--- src/rtl/sum_adder_driver.sv ---
// rtl/sum_adder_driver.sv - initiator that launches a sum(1..N) adder and returns its result
// Optional build macro SUMDRV_CHECK_EN: verify the captured sum against n*(n+1)/2 before responding.
module sum_adder_driver #(
    parameter int N_WIDTH        = 8,
    parameter int SUM_WIDTH      = 16,
    parameter int START_HOLD     = 2,
    parameter int TIMEOUT_CYCLES = 1023
) (
    input  logic                 clk,
    input  logic                 rst,
    input  logic                 req_valid,
    output logic                 req_ready,
    input  logic [N_WIDTH-1:0]   req_n,
    output logic                 sa_start,
    output logic [N_WIDTH-1:0]   sa_inBus,
    input  logic                 sa_done,
    input  logic [SUM_WIDTH-1:0] sa_sum,
    output logic                 rsp_valid,
    input  logic                 rsp_ready,
    output logic [N_WIDTH-1:0]   rsp_n,
    output logic [SUM_WIDTH-1:0] rsp_sum,
    output logic                 rsp_timeout,
    output logic                 rsp_mismatch,
    output logic                 busy
);

    localparam int HW = (START_HOLD > 1) ? $clog2(START_HOLD) : 1;
    localparam int TW = $clog2(TIMEOUT_CYCLES + 1);

    typedef enum logic [2:0] {
        IDLE   = 3'd0,
        LAUNCH = 3'd1,
        WAIT   = 3'd2,
        CHECK  = 3'd3,
        RESP   = 3'd4
    } state_t;

    state_t         state;
    state_t         stateNext;
    logic [HW-1:0]  holdCnt;
    logic [TW-1:0]  toCnt;
    logic [N_WIDTH-1:0] nReg;
    logic           armed;
    logic           accept;
    logic           capture;
    logic           timeoutHit;
    logic           holdDone;

    assign req_ready  = (state == IDLE);
    assign accept     = (state == IDLE) && req_valid;
    assign holdDone   = (holdCnt == HW'(START_HOLD - 1));
    // A done level seen before the adder dropped it for this launch is stale.
    assign capture    = (state == WAIT) && armed && sa_done;
    assign timeoutHit = (state == WAIT) && !capture && (toCnt == TW'(TIMEOUT_CYCLES - 1));
    assign sa_inBus   = nReg;

    always_comb begin
        stateNext = state;
        case (state)
            IDLE:   if (req_valid) stateNext = LAUNCH;
            LAUNCH: if (holdDone) stateNext = WAIT;
            WAIT: begin
                if (capture) begin
`ifdef SUMDRV_CHECK_EN
                    stateNext = CHECK;
`else
                    stateNext = RESP;
`endif
                end else if (timeoutHit) begin
                    stateNext = RESP;
                end
            end
            CHECK:  stateNext = RESP;
            RESP:   if (rsp_ready) stateNext = IDLE;
            default: stateNext = IDLE;
        endcase
    end

    // Control outputs are registered from the next state so they line up with it.
    always_ff @(posedge clk or negedge rst) begin
        if (!rst) begin
            state     <= IDLE;
            sa_start  <= 1'b0;
            busy      <= 1'b0;
            rsp_valid <= 1'b0;
            holdCnt   <= '0;
            toCnt     <= '0;
            nReg      <= '0;
            armed     <= 1'b0;
        end else begin
            state     <= stateNext;
            sa_start  <= (stateNext == LAUNCH);
            busy      <= (stateNext != IDLE);
            rsp_valid <= (stateNext == RESP);
            holdCnt   <= (state == LAUNCH) ? holdCnt + HW'(1) : '0;
            toCnt     <= (state == WAIT) ? toCnt + TW'(1) : '0;
            if (accept) begin
                nReg  <= req_n;
                armed <= 1'b0;
            end else if (((state == LAUNCH) || (state == WAIT)) && !sa_done) begin
                armed <= 1'b1;
            end
        end
    end

    always_ff @(posedge clk or negedge rst) begin
        if (!rst) begin
            rsp_n       <= '0;
            rsp_sum     <= '0;
            rsp_timeout <= 1'b0;
        end else if (capture) begin
            rsp_n       <= nReg;
            rsp_sum     <= sa_sum;
            rsp_timeout <= 1'b0;
        end else if (timeoutHit) begin
            rsp_n       <= nReg;
            rsp_sum     <= '0;
            rsp_timeout <= 1'b1;
        end
    end

`ifdef SUMDRV_CHECK_EN
    localparam int PW = 2 * N_WIDTH + 1;

    logic [PW-1:0]        prodFull;
    logic [SUM_WIDTH-1:0] expSum;
    logic                 mismatchReg;

    always_comb begin
        prodFull = PW'(nReg) * (PW'(nReg) + PW'(1));
        expSum   = SUM_WIDTH'(prodFull >> 1);
    end

    // The product is formed in CHECK against the sum already captured into rsp_sum.
    always_ff @(posedge clk or negedge rst) begin
        if (!rst) begin
            mismatchReg <= 1'b0;
        end else if (capture || timeoutHit) begin
            mismatchReg <= 1'b0;
        end else if (state == CHECK) begin
            mismatchReg <= (expSum != rsp_sum);
        end
    end

    assign rsp_mismatch = mismatchReg;
`else
    assign rsp_mismatch = 1'b0;
`endif

endmodule

--- config.mk ---
export PLATFORM = sky130hd
export DESIGN_NAME = sum_adder_driver
export DESIGN_NICKNAME = d
export VERILOG_FILES = /design/src/rtl/sum_adder_driver.sv
export SDC_FILE = /design/constraint.sdc
export NUM_CORES = 1
export LEC_CHECK = 0
export CAP_MARGIN = 20
export CORE_MARGIN = 2
export CORE_UTILIZATION = 38
export CTS_CLUSTER_DIAMETER = 30
export CTS_CLUSTER_SIZE = 40
export DETAILED_ROUTE_END_ITERATION = 16
export MAX_ROUTING_LAYER = met4
export PLACE_DENSITY = 0.65
export SLEW_MARGIN = 20
export SYNTH_ARGS = -nofsm -noshare
export SYNTH_HDL_FRONTEND = slang
export SYNTH_SLANG_ARGS = --single-unit
--- constraint.sdc ---
create_clock -name clk -period 4.95 [get_ports clk]
set_input_delay 0.495 -clock clk [delete_from_list [all_inputs] [get_ports clk]]
set_output_delay 0.495 -clock clk [all_outputs]
set_load 0.02 [all_outputs]
Word level (Yosys, flattened, before mapping)
Index checks and enable logic that the tools add are counted.
- bits in registers: 51
- input bits: 29
- word-level logic and storage cells: 49
- output and inout port bits: 38
- eq/ne operators: 7
- add/subtract/negate cells: 2
- mux-type cells: 16
- reduce and logical (&&, ||, !) cells: 13
- operators with widths (cell ; number):
    16-bit 2-to-1 mux ; 2
    8-bit 2-to-1 mux ; 2
    3-bit 2-to-1 mux ; 5
    3-bit one-hot mux with 5 select lines ; 1
    10-bit by 1-bit adder with 10-bit output, second input constant ; 1
    10-bit equality test, second input constant ; 1
    10-bit 2-to-1 mux ; 1
    3-bit by 1-bit equality test with 1-bit output, second input constant ; 2
    3-bit by 2-bit equality test with 1-bit output, second input constant ; 2
    3-bit equality test, second input constant ; 2
    1-bit logical AND ; 6
    1-bit 2-to-1 mux ; 5
    2-bit nonzero test ; 2
    3-bit zero test ; 1
    3-bit nonzero test ; 1
    1-bit zero test ; 2
    1-bit adder, second input constant ; 1
    1-bit logical OR ; 1

Longest topological paths before layout
- depth after elaboration: 10
- gate-level depth with buffers: 8
- gate-level depth less buffers: 6

Worst setup path before layout
No wires, ideal clock.
- kind: register -> register
- start point: reg state[1]
- end point: reg nReg[0], in the netlist sa_inBus[0]
- period minus slack after synthesis: 2005 ps
- stages on the path, launching flop included: 6
- data arrival time: 1880 ps
- buffers on the path: 2
- library setup time: 125 ps
- slack: 2945 ps
- cell sequence: dfrtp_1 buf_4 nor3_1 and2_1 clkbuf_1 mux2_2
- cells in the longest elaborated chain, start to end: 2
- RTL lines (what ; RTL line ; text):
    from (decl) ; 38 ; state_t state;
    from (signal assigned) ; 91 ; state <= stateNext;
    3-bit zero test ; -- ;
    net req_ready ; 12 ; output logic req_ready,
    1-bit logical AND ; 50 ; assign accept = (state == IDLE) && req_valid;
    to (signal assigned) ; 98 ; nReg <= req_n;
    to (decl) ; 42 ; logic [N_WIDTH-1:0] nReg;
The timed path passes the listed nets, and every way through them passes these cells.
A chain may end at the register's enable or synchronous reset.

Worst setup path after layout
- start point: reg state[0]
- end point: reg rsp_n[6]
- cells in the longest elaborated chain, start to end: 7
- elaborated cells on any way between the ends: 8
- RTL lines (what ; RTL line ; text):
    3-bit by 2-bit equality test with 1-bit output (*) ; 53, 54 ;
    1-bit logical AND (2 in a row) ; 53 ; assign capture = (state == WAIT) && armed && sa_done;
    1-bit zero test ; 54 ; assign timeoutHit = (state == WAIT) && !capture && (toCnt == TW'(TIMEOUT_CYCLES - 1));
    1-bit logical AND (2 in a row) ; 54 ;
    2-bit nonzero test (no source line) ; -- ;
    to (signal assigned) ; 112 ; rsp_n <= nReg;
    to (signal assigned) ; 116 ; rsp_n <= nReg;
    to (decl) ; 20 ; output logic [N_WIDTH-1:0] rsp_n,
Mark *: on every way between the ends. The rest lies on a longest branch, timed or not.

==> impl_metrics.tcl <==
set metrics [dict create \
    crit_fanout 19 \
    clk_path_buf_depth 2 \
    crit_family "simple AND/OR/NAND/NOR gates" \
    ys_async_sr_fraction_pct 100 \
    clk_pin_slew_ns 0.09 \
    syn_inst 193 \
    grt_max_degree 52 \
    finalCritPeriodShare_pct 51.8 \
    drive_gt1_share_pct 11.3 \
    syn_nets 224 \
    nets 286 \
    routabilityCongestion 0.753 \
    postRouteAntennaNets 0 \
    fin_tns_setup_ns 0 \
    drv_cap 0 \
    die_area_um2 6180 \
    power_density_nw_per_um2 583 \
    num_vias 1551 \
    path_buf_inv 0 \
    rsz0062_at_grt "no" \
    p_total_mw 1.69 \
    cts_root_buf "clkbuf_8" \
    numCtsBuffers 5 \
    dp_hpwl_mm 2.94 \
    grt_pass1_vias 1560 \
    path_class "reg2reg" \
    initial_utilization_pct 38.9 \
    placed_cell_area_um2 2800 \
    status "finished, final reports clean" \
    max-vdd-ir-drop_v 0.000358 \
    synth_edf_count 0 \
    area_growth_pct 37.3 \
    crit_slowest_cell "nor4_4" \
    die_x_um 78.6 \
    syn_area_per_cell_um2 11.0 \
    drtIter0Drc 59 \
    synth_cell_types 34 \
    final_cells 328 \
    firstDrtPassIters 4 \
    port_buffers 65 \
    ys_seq_area_share_pct 60.4 \
    final_core_util_pct 53.4 \
    rows 27 \
    grt_overflow_total 0 \
    antenna_found_initial 0 \
    fin_area_um2 2900 \
    synth_ff_type "dfrtp_1" \
    synth_seq_cells 51 \
    power_leakage_nw 1.23 \
    critPathRequiredTime_ns 5.12 \
    clkSinkCount 51 \
    holdWs_ns 0.292 \
    cp_slowest_stage_delay_ns 0.73 \
    fmax_mhz 390 \
    vias_per_cell 4.73 \
    min_period_ns 2.57 \
    setup_viol 0 \
    startpoint_type "flip-flop" \
    regToRegStartpoint "state[0]" \
    io_pins 67 \
    ff2ff_setup_slack_ns 2.38 \
    worst_slack_ns 2.38 \
    grt_pass1_wl_mm 6.98 \
    die_h_um 78.6 \
    arrival_ns 2.74 \
    path_cells "or3b_1 -> nor4_4 -> nor2_2 -> mux2_1" \
    clock_latency_ns 0.29 \
    cts_hold_buffers 0 \
    post-cts-setup-buffers 0 \
    min_path_type "in2async" \
    drc_errors 0 \
    place_inst 320 \
    reg2regPathDepth 4 \
    finalWirelength_mm 4.14 \
    crit_path_end_kind "flip-flop" \
    synth_area_um2 2110 \
    core_um2 5440 \
    hold_violations 0 \
    r2r_end "rsp_n[6]" \
    crit_start "state[0]" \
    fin_worst_skew_ns 0.00707 \
    cts_tree "yes" \
    ys_warn_count 0 \
    final_max_slew_viol_count 0 \
    place_ws_ns 2.38 \
    ctsResizeCount 0 \
    max_slew_margin_pct 42.1 \
    antenna_cells 0 \
    grt_usage_pct 14.7 \
    wl_per_cell_um 12.6 \
    cts_max_level 2 \
    tightest_slew_ns 0.862 \
]
cell usage in the layout (no fill, tap or decap), types with 2 or more instances in the layout:
cell type	count
a21oi_1	5
buf_4	2
clkbuf_8	7
clkdlybuf4s50_1	64
dfrtp_1	51
ha_1	2
inv_1	4
mux2_2	15
nand2_1	35
nand3_1	3
nand4_1	3
nor2_1	14
nor3_1	5
o21ai_0	20
or3_1	2
xnor2_1	2
xor2_1	4
kinds of logic after synthesis:
group	share of synthesized area (%)
adder cells (fa/ha/maj)	1.18
multiplexers	8.99
AO/OA/AOI/OAI	6.63
XOR/XNOR	2.49
AND/OR/NAND/NOR	16.4
other	0.177
buffers and inverters	3.79
flip-flops	60.4
Yosys cell counts, types with 3 or more instances:
master	number	area, um^2
xor2_1	4	35.0
a21oi_1	5	25.0
dfrtp_1	51	1280
nor2_1	14	52.6
o21ai_0	20	100
mux2_2	15	169
nand4_1	3	18.8
nand2_1	35	131
nor3_1	5	25.0
inv_1	4	15.0
nand3_1	3	15.0
buf_2	4	20.0
clkbuf_1	5	18.8
worst max path at each step:
stage	cells after the start	end
2_1_floorplan	5	sa_inBus[0]
3_3_place_gp	4	rsp_n[6]
3_5_place_dp	4	rsp_n[6]
4_1_cts	4	rsp_n[6]
5_1_grt	4	rsp_n[6]
6_report	4	rsp_n[6]
layer usage:
| metal | up-vias | share of wire (%) | GRT usage [%] | wire length [um] |
|---|---|---|---|---|
| li1 | 767 | - | - | - |
| met1 | 738 | 46 | 17.2 | 1900 |
| met2 | 41 | 48 | 25.0 | 1970 |
| met3 | 5 | 5.6 | 3.68 | 230 |
| met4 | 0 | 0.82 | 4.21 | 34 |
| met5 | - | 0 | - | 0 |
worst register-to-register path, cell delays in order (launching register included):
cell,delay (ns)
dfrtp_1,0.48
or3b_1,0.64
nor4_4,0.73
nor2_2,0.24
mux2_1,0.37
sequential cells by signal, indices dropped and copies added (netlist names):
register     count
sa_inBus         8
sa_start         1
rsp_timeout      1
armed            1
holdCnt          1
rsp_valid        1
rsp_sum         16
state            3
busy             1
rsp_n            8
toCnt           10
final cells by class:
cell class              count  area [um^2]
fillers                   510         2530
flip-flops and latches     51         1280
multi-input cells         126          758
repair buffers             67          661
clock buffers               7         96.3
well taps                  72         90.1
inverters                   4         15.0
clock inverters             1         7.51
power by group:
| group | leakage [nW] | switching (mW) | internal, mW | total, mW |
|---|---|---|---|---|
| Sequential | 0.653 | 0.109 | 0.578 | 0.687 |
| Clock | 0.0505 | 0.125 | 0.127 | 0.253 |
| Combinational | 0.526 | 0.370 | 0.382 | 0.752 |
No activity file was read; power rests on OpenSTA's default activity.
